--- src/rtl/scan_window_addr_gen.sv ---
// K x K window address generator for the Sobel front end: streams read addresses
// for the first window and then only the incoming column/row, plus one write per centre.
module scan_window_addr_gen #(
   parameter int ADDR_W     = 16,
   parameter int DIM_W      = 12,
   parameter int K          = 3,
   parameter int SERPENTINE = 1
) (
   input  logic              clk,
   input  logic              reset,
   input  logic [DIM_W-1:0]  cfg_width,
   input  logic [DIM_W-1:0]  cfg_height,
   input  logic [ADDR_W-1:0] cfg_base_r,
   input  logic [ADDR_W-1:0] cfg_base_w,
   input  logic              start,
   input  logic              abort,
   output logic [ADDR_W-1:0] rd_addr,
   output logic              rd_valid,
   input  logic              rd_ready,
   output logic [ADDR_W-1:0] wr_addr,
   output logic              wr_valid,
   input  logic              wr_ready,
   output logic [1:0]        direction,
   output logic              busy,
   output logic              done,
   output logic              cfg_err
);

   localparam int H  = (K - 1) / 2;
   localparam int CW = $clog2(K);

   localparam logic [1:0] DIR_NONE  = 2'b00;
   localparam logic [1:0] DIR_RIGHT = 2'b01;
   localparam logic [1:0] DIR_LEFT  = 2'b10;
   localparam logic [1:0] DIR_DOWN  = 2'b11;

   localparam logic [DIM_W-1:0]  H_D      = DIM_W'(H);
   localparam logic [DIM_W-1:0]  K_D      = DIM_W'(K);
   localparam logic [DIM_W-1:0]  HP1_D    = DIM_W'(H + 1);
   localparam logic [DIM_W-1:0]  ONE_D    = DIM_W'(1);
   localparam logic [ADDR_W-1:0] ONE_A    = ADDR_W'(1);
   localparam logic [ADDR_W-1:0] K_A      = ADDR_W'(K);
   localparam logic [ADDR_W-1:0] KM1_A    = ADDR_W'(K - 1);
   localparam logic [ADDR_W-1:0] H_A      = ADDR_W'(H);
   localparam logic [CW-1:0]     LAST_IDX = CW'(K - 1);
   localparam logic [CW-1:0]     ONE_C    = CW'(1);

   typedef enum logic [2:0] {IDLE, PRIME, WRITE, STEP, DONE} state_t;

   state_t             state, next_state;
   logic [DIM_W-1:0]   width_q, height_q, cx, cy;
   logic [ADDR_W-1:0]  width_qa, cfg_width_a, kw_q, kw_in, hw_in;
   logic [ADDR_W-1:0]  win_addr, rd_addr_q, wr_addr_q;
   logic [CW-1:0]      row_i, col_j;
   logic [1:0]         dir_q;
   logic               moving_left;
   logic               rd_fire, wr_fire, start_go, cfg_ok;
   logic               at_row_end, last_pixel;
   logic [DIM_W-1:0]   last_col, last_row;

   assign rd_valid  = (state == PRIME) || (state == STEP);
   assign wr_valid  = (state == WRITE);
   assign busy      = (state != IDLE);
   assign done      = (state == DONE);
   assign rd_addr   = rd_addr_q;
   assign wr_addr   = wr_addr_q;
   assign direction = dir_q;

   assign rd_fire     = rd_valid && rd_ready;
   assign wr_fire     = wr_valid && wr_ready;
   assign start_go    = start && !abort;
   assign cfg_ok      = (cfg_width >= K_D) && (cfg_height >= K_D);
   assign width_qa    = ADDR_W'(width_q);
   assign cfg_width_a = ADDR_W'(cfg_width);
   assign last_col    = width_q - HP1_D;
   assign last_row    = height_q - HP1_D;
   assign at_row_end  = moving_left ? (cx == H_D) : (cx == last_col);
   assign last_pixel  = (cy == last_row) && at_row_end;

   // K*W (down-step row offset) and H*W (first centre row offset) as repeated adds.
   always_comb begin
      kw_in = '0;
      hw_in = '0;
      for (int t = 0; t < K; t++) kw_in = kw_in + cfg_width_a;
      for (int t = 0; t < H; t++) hw_in = hw_in + cfg_width_a;
   end

   always_ff @(posedge clk or posedge reset) begin
      if (reset) state <= IDLE;
      else       state <= next_state;
   end

   always_comb begin
      next_state = state;
      if (state != IDLE && abort) begin
         next_state = IDLE;
      end else begin
         case (state)
            IDLE:  if (start_go && cfg_ok) next_state = PRIME;
            PRIME: if (rd_fire && row_i == LAST_IDX && col_j == LAST_IDX) next_state = WRITE;
            WRITE: if (wr_fire) begin
                      if (last_pixel)                        next_state = DONE;
                      else if (at_row_end && SERPENTINE == 0) next_state = PRIME;
                      else                                   next_state = STEP;
                   end
            STEP:  if (rd_fire && row_i == LAST_IDX) next_state = WRITE;
            DONE:  next_state = IDLE;
            default: next_state = IDLE;
         endcase
      end
   end

   // win_addr tracks the window's top-left pixel; every new read burst starts from it.
   always_ff @(posedge clk or posedge reset) begin
      if (reset) begin
         width_q     <= '0;
         height_q    <= '0;
         kw_q        <= '0;
         win_addr    <= '0;
         rd_addr_q   <= '0;
         wr_addr_q   <= '0;
         cx          <= '0;
         cy          <= '0;
         moving_left <= 1'b0;
         row_i       <= '0;
         col_j       <= '0;
         dir_q       <= DIR_NONE;
         cfg_err     <= 1'b0;
      end else begin
         cfg_err <= 1'b0;
         if (state == IDLE) begin
            if (start_go) begin
               if (!cfg_ok) begin
                  cfg_err <= 1'b1;
               end else begin
                  width_q     <= cfg_width;
                  height_q    <= cfg_height;
                  kw_q        <= kw_in;
                  win_addr    <= cfg_base_r;
                  rd_addr_q   <= cfg_base_r;
                  wr_addr_q   <= cfg_base_w + hw_in + H_A;
                  cx          <= H_D;
                  cy          <= H_D;
                  moving_left <= 1'b0;
                  row_i       <= '0;
                  col_j       <= '0;
                  dir_q       <= DIR_NONE;
               end
            end
         end else if (abort) begin
            dir_q <= DIR_NONE;
         end else begin
            case (state)
               PRIME: if (rd_fire) begin
                  if (col_j == LAST_IDX) begin
                     col_j     <= '0;
                     row_i     <= (row_i == LAST_IDX) ? '0 : row_i + ONE_C;
                     rd_addr_q <= rd_addr_q + width_qa - KM1_A;
                  end else begin
                     col_j     <= col_j + ONE_C;
                     rd_addr_q <= rd_addr_q + ONE_A;
                  end
               end
               // A raster row restart moves the window from column W-K back to 0 one row
               // lower, which is a net +K on both the window and the centre address.
               WRITE: if (wr_fire) begin
                  if (last_pixel) begin
                     dir_q <= DIR_NONE;
                  end else if (at_row_end && SERPENTINE == 0) begin
                     cx        <= H_D;
                     cy        <= cy + ONE_D;
                     win_addr  <= win_addr + K_A;
                     rd_addr_q <= win_addr + K_A;
                     wr_addr_q <= wr_addr_q + K_A;
                     row_i     <= '0;
                     col_j     <= '0;
                     dir_q     <= DIR_NONE;
                  end else if (at_row_end) begin
                     dir_q       <= DIR_DOWN;
                     rd_addr_q   <= win_addr + kw_q;
                     moving_left <= !moving_left;
                  end else if (moving_left) begin
                     dir_q     <= DIR_LEFT;
                     rd_addr_q <= win_addr - ONE_A;
                  end else begin
                     dir_q     <= DIR_RIGHT;
                     rd_addr_q <= win_addr + K_A;
                  end
               end
               STEP: if (rd_fire) begin
                  if (row_i == LAST_IDX) begin
                     row_i <= '0;
                     case (dir_q)
                        DIR_DOWN: begin
                           cy        <= cy + ONE_D;
                           win_addr  <= win_addr + width_qa;
                           wr_addr_q <= wr_addr_q + width_qa;
                        end
                        DIR_LEFT: begin
                           cx        <= cx - ONE_D;
                           win_addr  <= win_addr - ONE_A;
                           wr_addr_q <= wr_addr_q - ONE_A;
                        end
                        default: begin
                           cx        <= cx + ONE_D;
                           win_addr  <= win_addr + ONE_A;
                           wr_addr_q <= wr_addr_q + ONE_A;
                        end
                     endcase
                  end else begin
                     row_i     <= row_i + ONE_C;
                     rd_addr_q <= rd_addr_q + ((dir_q == DIR_DOWN) ? ONE_A : width_qa);
                  end
               end
               default: ;
            endcase
         end
      end
   end

endmodule
--- config.mk ---
export PLATFORM = sky130hd
export DESIGN_NAME = scan_window_addr_gen
export DESIGN_NICKNAME = d
export VERILOG_FILES = /design/src/rtl/scan_window_addr_gen.sv
export SDC_FILE = /design/constraint.sdc
export NUM_CORES = 1
export LEC_CHECK = 0
export CORE_MARGIN = 1.5
export CORE_UTILIZATION = 60
export CTS_CLUSTER_DIAMETER = 60
export DETAILED_ROUTE_END_ITERATION = 12
export DONT_BUFFER_PORTS = 1
export GPL_ROUTABILITY_DRIVEN = 0
export HOLD_SLACK_MARGIN = 0.15
export PLACE_DENSITY = 0.85
export SLEW_MARGIN = 20
export SYNTH_ARGS = -nofsm -noshare
export SYNTH_HDL_FRONTEND = slang
export SYNTH_SLANG_ARGS = --single-unit
--- constraint.sdc ---
create_clock -name clk -period 4.25 [get_ports clk]
set_input_delay 1.0625 -clock clk [delete_from_list [all_inputs] [get_ports clk]]
set_output_delay 1.0625 -clock clk [all_outputs]
set_load 0.05 [all_outputs]
* After elaboration in Yosys (flattened, before gate mapping)
Cells that the tools add are included.
Storage, ports and cells: register bits 123, bits in latches 0, bits in read-only memories 0, memories kept 0, output and inout port bits 39, input bits 62, RAM bits 0, word-level logic and storage cells 183
Cells by class: eq/ne operators 26, $lt $le $gt $ge 2, multiplexer cells 82, multipliers 0, $add $sub $neg 23, shift operators 0, bitwise operators 0, div/mod/pow operators 0, reductions and logical operators 36
Operators by type and width (count):
- $mux W16 | 24
- $mux W12 | 14
- $add A16 B12 Y16 | 5
- $add A16 B1 Y16 const B | 4
- $pmux W16 S2 | 2
- $pmux W16 S3 | 1
- $mux W2 | 20
- $sub A16 B1 Y16 const B | 2
- $reduce_and A7 Y1 | 4
- $add A12 B1 Y12 const B | 2
- $eq A12 B12 Y1 | 2
- $ge A12 B2 Y1 const B | 2
- $pmux W12 S2 | 1
- $sub A12 B2 Y12 const B | 2
- $mux W3 | 6
- $add A16 B16 Y16 | 1
- $add A16 B2 Y16 const B | 1
- $reduce_bool A2 Y1 | 8
- $sub A16 B2 Y16 const B | 1
- $ne A3 B1 Y1 const B | 5
- $add A13 B12 Y14 | 1
- $add A12 B12 Y13 | 1
- $eq A12 B1 Y1 const B | 1
- $mux W1 | 12
- 23 further kinds | 47

* Longest topological paths before layout
Gate-level depths: netlist (run 1).
word-level depth 9, mapped depth 18, gate-level depth less buffers 17

* Worst setup path after synthesis (run 1)
Ideal clock, no wire load.
path kind reg2reg, start reg dir_q[1], in the netlist direction[1], end reg win_addr[13], slack 0.367 ns, buffers on the path 1, period minus slack after synthesis 3.883 ns, arrival time 3.797 ns, cell stages (with the launch flop) 15, setup time 0.086 ns, data required time 4.164 ns, cells stage by stage dfrtp_1 > clkinv_1 > nor2_1 > clkbuf_1 > nand2_1 > ha_1 > a21o_1 > a21oi_1 > o21ai_0 > a2111oi_0 > o31ai_1 > a21oi_1 > o22ai_1 > and4_1 > nor3_1
On the way: word-level cells in the longest chain between the ends 7, elaborated cells between the ends (all ways) 8, those cells by class eq/ne (2); mux (6)
RTL lines:
- start: declaration | RTL line 55 | logic [1:0] dir_q;
- start signal: assignment | RTL line 127 | dir_q <= DIR_NONE;
- start signal: assignment | RTL line 147 | dir_q <= DIR_NONE;
- start signal: assignment | RTL line 151 | dir_q <= DIR_NONE;
- $eq A2 B2 Y1 | RTL line 193 | case (dir_q)
- $pmux W16 S2 * | RTL line 193
- $mux W16 * | RTL line 191 | if (row_i == LAST_IDX) begin
- $mux W16 * | RTL line 190 | STEP: if (rd_fire) begin
- $mux W16 * | RTL line 153 | case (state)
- $mux W16 * | RTL line 150 | end else if (abort) begin
- $mux W16 * | RTL line 131 | if (state == IDLE) begin
- end signal: assignment | RTL line 139 | win_addr <= cfg_base_r;
- end signal: assignment | RTL line 196 | win_addr <= win_addr + width_qa;
- end signal: assignment | RTL line 201 | win_addr <= win_addr - ONE_A;
- end: declaration | RTL line 53 | logic [ADDR_W-1:0] win_addr, rd_addr_q, wr_addr_q;
Every way passes the cells marked *; elsewhere a longest branch is shown, timed or not. The select of a mux whose other input is x is not followed. A chain may end at the register's enable or synchronous reset.

* Worst setup path after layout (run 1)
start reg width_q[0], end reg wr_addr_q[15], in the netlist wr_addr[15]
On the way: word-level cells in the longest chain between the ends 7
RTL lines:
- start: declaration | RTL line 51 | logic [DIM_W-1:0] width_q, height_q, cx, cy;
- start signal: assignment | RTL line 136 | width_q <= cfg_width;
- $add A16 B12 Y16 | RTL line 197 | wr_addr_q <= wr_addr_q + width_qa;
- $pmux W16 S2 | RTL line 193
- $mux W16 | RTL line 191
- $mux W16 | RTL line 190
- $mux W16 | RTL line 153
- $mux W16 | RTL line 150
- $mux W16 | RTL line 131
- end signal: assignment | RTL line 141 | wr_addr_q <= cfg_base_w + hw_in + H_A;
- end signal: assignment | RTL line 197
- end signal: assignment | RTL line 202 | wr_addr_q <= wr_addr_q - ONE_A;
- end: declaration | RTL line 53
No other way between the ends. The select of a mux whose other input is x is not followed.

==> results.toml, run 1 <==
[status]
outcome = "complete, no violations"

[critical_path]
critPathMaxStageDelay_ps = 580
crit_path_end_kind = "flop"
worstPathRequired_ps = 4590
startpoint_type = "flop"
rr_startpoint = "width_q[0]"
cp_common_cell = "a21oi_1"
slowest_stage = "dfrtp_1"
cp-startpoint = "width_q[0]"
cp_max_fo = 8
crit_chain = "inv_1 > ha_1 > a21oi_1 > ha_1 > nor2b_1 > o31ai_1 > a21oi_1 > o2111ai_1 > a21boi_1 > o21a_1 > o41a_1 > xnor2_1 > a21oi_1 > o221a_1"
path_class = "reg -> reg"
rr_worst_depth = 14
crit_buf_inv = 1
worstPathArrival_ps = 4400
crit_family = "compound AO/OA/AOI/OAI gates"
cp.depth = 14

[synthesis]
ys_top_cells_by_area = "dfrtp_1 (24%), ha_1 (12%), xnor2_1 (7.0%)"
synth.avg_cell_area_sq_um = 7.583
synth-edff-count = 0
ys_seq_area_frac = 0.2438
synthAdderAreaFrac = 0.1363
yosysUniqueCellTypes = 81
synthesis.nets = 1816
syn_inst = 1624
synthMuxAreaShare = 0.007721
syn-cell-area_sq_um = 12320
ys_warn_count = 0
netlist.area_leader.share = 0.2438
synth_top_area_cell = "dfrtp_1"
ys.flop_type = "dfrtp_1"
synth_top_family_by_area = "compound AO/OA/AOI/OAI gates"
synth_async_sr_flop_share = 1.000
synth-compound-area-share = 0.2254
ys_seq_elements = 120
synth_xor_area_frac = 0.1109
yosys.area_share.simple = 0.2169

[floorplanning]
dieArea_sq_um = 21390
ios = 101
start_util = 0.6106
die_y_microns = 146.3
core_sq_um = 20170
rows = 52
die_width_microns = 146.3

[pwr]
p_seq_frac = 0.253
leakagePower_uw = 0.005955
peakVddDrop_v = 0.0003546
combPwrFrac = 0.597
clkPwrFrac = 0.150
power_density_nw_per_um2 = 735.1
swShare = 0.5157
netSwitchingPower_uw = 5069
p_int_uw = 4761

[clocking]
cts_buffers = 17
cts.path.max_buffers = 2
cts-root-buf = "clkbuf_16"
holdBufCountCts = 0
cts_tree = "done"
cts_setup_buffers = 0
insertion_delay_ps = 450
cts_sinks = 120
clk_pin_slew_ps = 60
h-tree-depth = 4

[finish]
synthToLayoutAreaGrowth_pct = 8.585
fillers = 1690
layoutNonFillerInstCount = 1905
drive_gt1_frac = 0.06854
fin_nets = 1813

[grt]
grt_pass1_wl_microns = 61950
grt_max_degree = 71
grt_pass1_vias = 12058
grt_util_all_layers = 0.3626
grt.overflow.total = 0
antenna_found_initial = 0

[placed_design]
dp_cells = 1872
post-place-ws_ps = 247.0
port_buffers = 0
place_hpwl_microns = 28860

[min_path]
min_path_type = "reg -> reg"
hold_path.startpoint = "kw_q[8]"
holdPathStages = 2

[timing]
maxSlewHeadroom = 0.3785
tns_ps = 0
max_clock_freq_mhz = 246.3
clock_skew_ps = 13.43
drv_slew = 0
layout_setup_ws_ps = 189.9
fin_crit_sh = 0.9553
tightest_slew_ps = 932.3
hold_viol_final = 0
fin_crit_ps = 4060
setup_viol = 0

[route]
num_vias = 12458
dr.pass1.iters = 6
viasPerCell = 6.540
antenna_left = 0
drc = 0
wl_per_cell_microns = 20.33
drt_iter0_drc = 1255
routed_wl_microns = 38730

[job]
maxCapViolations = 0
==> final cells by class <==
class                   count  area (sq um)  share of cell area
clock buffers              17         425.4             0.03181
clock inverters            15         155.1             0.01160
flip-flops and latches    120          3003              0.2246
multi-input cells        1316          8628              0.6452
inverters                 114         430.4             0.03219
diodes                      1         2.502           0.0001871
well taps                 270         337.8             0.02526
repair buffers             52         390.4             0.02919
==> per-layer routing <==
layer  routed length [microns]  GRT usage
met1                     14990     0.4502
met2                     16980     0.5659
met3                      4680     0.1094
met4                      2085     0.1960
met5                         0          0
==> power by group through the flow <==
stage	Clock [uW]	Combinational [uW]	Sequential (uW)
after floorplan	0	4320	2400
after global placement	0	5420	2450
after detailed placement	0	5650	2460
after CTS	1470	5720	2450
after global routing	1530	6450	2530
final	1480	5870	2490
==> through the flow <==
| stage | area [sq um] | hold WS, ps | util | power (uW) |
|---|---|---|---|---|
| 2_1_floorplan | 12320 | 445.3 | - | 6719 |
| 3_3_place_gp | 12770 | 465.3 | 0.6333 | 7868 |
| 3_5_place_dp | 12770 | 465.8 | 0.6333 | 8114 |
| 4_1_cts | 13350 | 496.4 | 0.6621 | 9639 |
| 5_1_grt | 13370 | 508.5 | 0.6629 | 10510 |
| 6_report | 13370 | 496.0 | 0.6630 | 9830 |
==> cell usage in the layout (no fill, tap or decap), types with 7 or more instances in the layout <==
master and instances:
o2111ai_1 11, or3_1 17, xor2_1 57, buf_4 52, a31oi_1 24, inv_1 108
and2_1 7, ha_1 123, nor3_1 47, nor4_1 12, o21bai_1 10, fa_1 7
and3_1 18, clkbuf_16 17, nor2_1 178, o211ai_1 14, xnor2_1 99, a21oi_1 114
o21ai_1 18, o21ai_0 109, nand2b_1 10, dfrtp_1 120, o21a_1 12, o22ai_1 15
nand3_1 50, o31ai_1 17, nand2_1 174, nand4_1 16, a21o_1 21, a211oi_1 22
nor2b_1 15
==> flip-flops by register name (all words and copies together), names as in the netlist, 3 cells and up <==
signal,cells
kw_q,13
cx,12
cy,12
rd_addr,16
width_q,12
state,3
height_q,12
win_addr,16
wr_addr,16
==> cell families after synthesis <==
logic type	after synthesis
xor gates and xnor gates	156
buffers and inverters	188
AOI/OAI and AO/OA	441
adders and majority gates	130
DFF	120
and+or+nand+nor	580
muxes	9
==> cell usage after synthesis (all sizes together) (10+ instances only) <==
library cell and number:
a31oi 25, o211ai 14, a21oi 114, o22ai 15, ha 123, inv 110
xnor2 99, a211oi 23, xor2 57, nand2b 10, nor4 12, o2111ai 11
nand4 16, dfrtp 120, and3 18, o31ai 17, nor2b 15, clkbuf 59
nor3 49, nor2 182, o21a 12, o21ai 127, nand2 174, nand3 50
buf 15, or3 17, a21o 21, o21bai 11
==> what timing repair did <==
action                                  4_1_cts  5_1_grt
endpoints found under the hold margin         0        0
resized for setup                             0        4
endpoints found under the setup margin        0        3
==> worst min-delay path: stages (launching register included) <==
cell and delay (ps):
dfrtp_1 350, nand2_1 60, nand2_1 50
==> path summary, 6_finish.rpt <==
check / to / slack, ps
max: wr_addr[15] / 190
min: kw_q[8] / 500
max reg2reg: wr_addr[15] / 190
min reg2reg: kw_q[8] / 500
max in group asynchronous: kw_q[6] / 2690
min in group asynchronous: rd_addr[8] / 690
Note: power is estimated with default switching activity, not from simulation.
==> inputs of run 2 (changes only) <==
Settings changed: CTS_CLUSTER_SIZE set to 16.
==> results of run 2 <==
No change in the layout: final DEF, timing and power equal those of run 1.
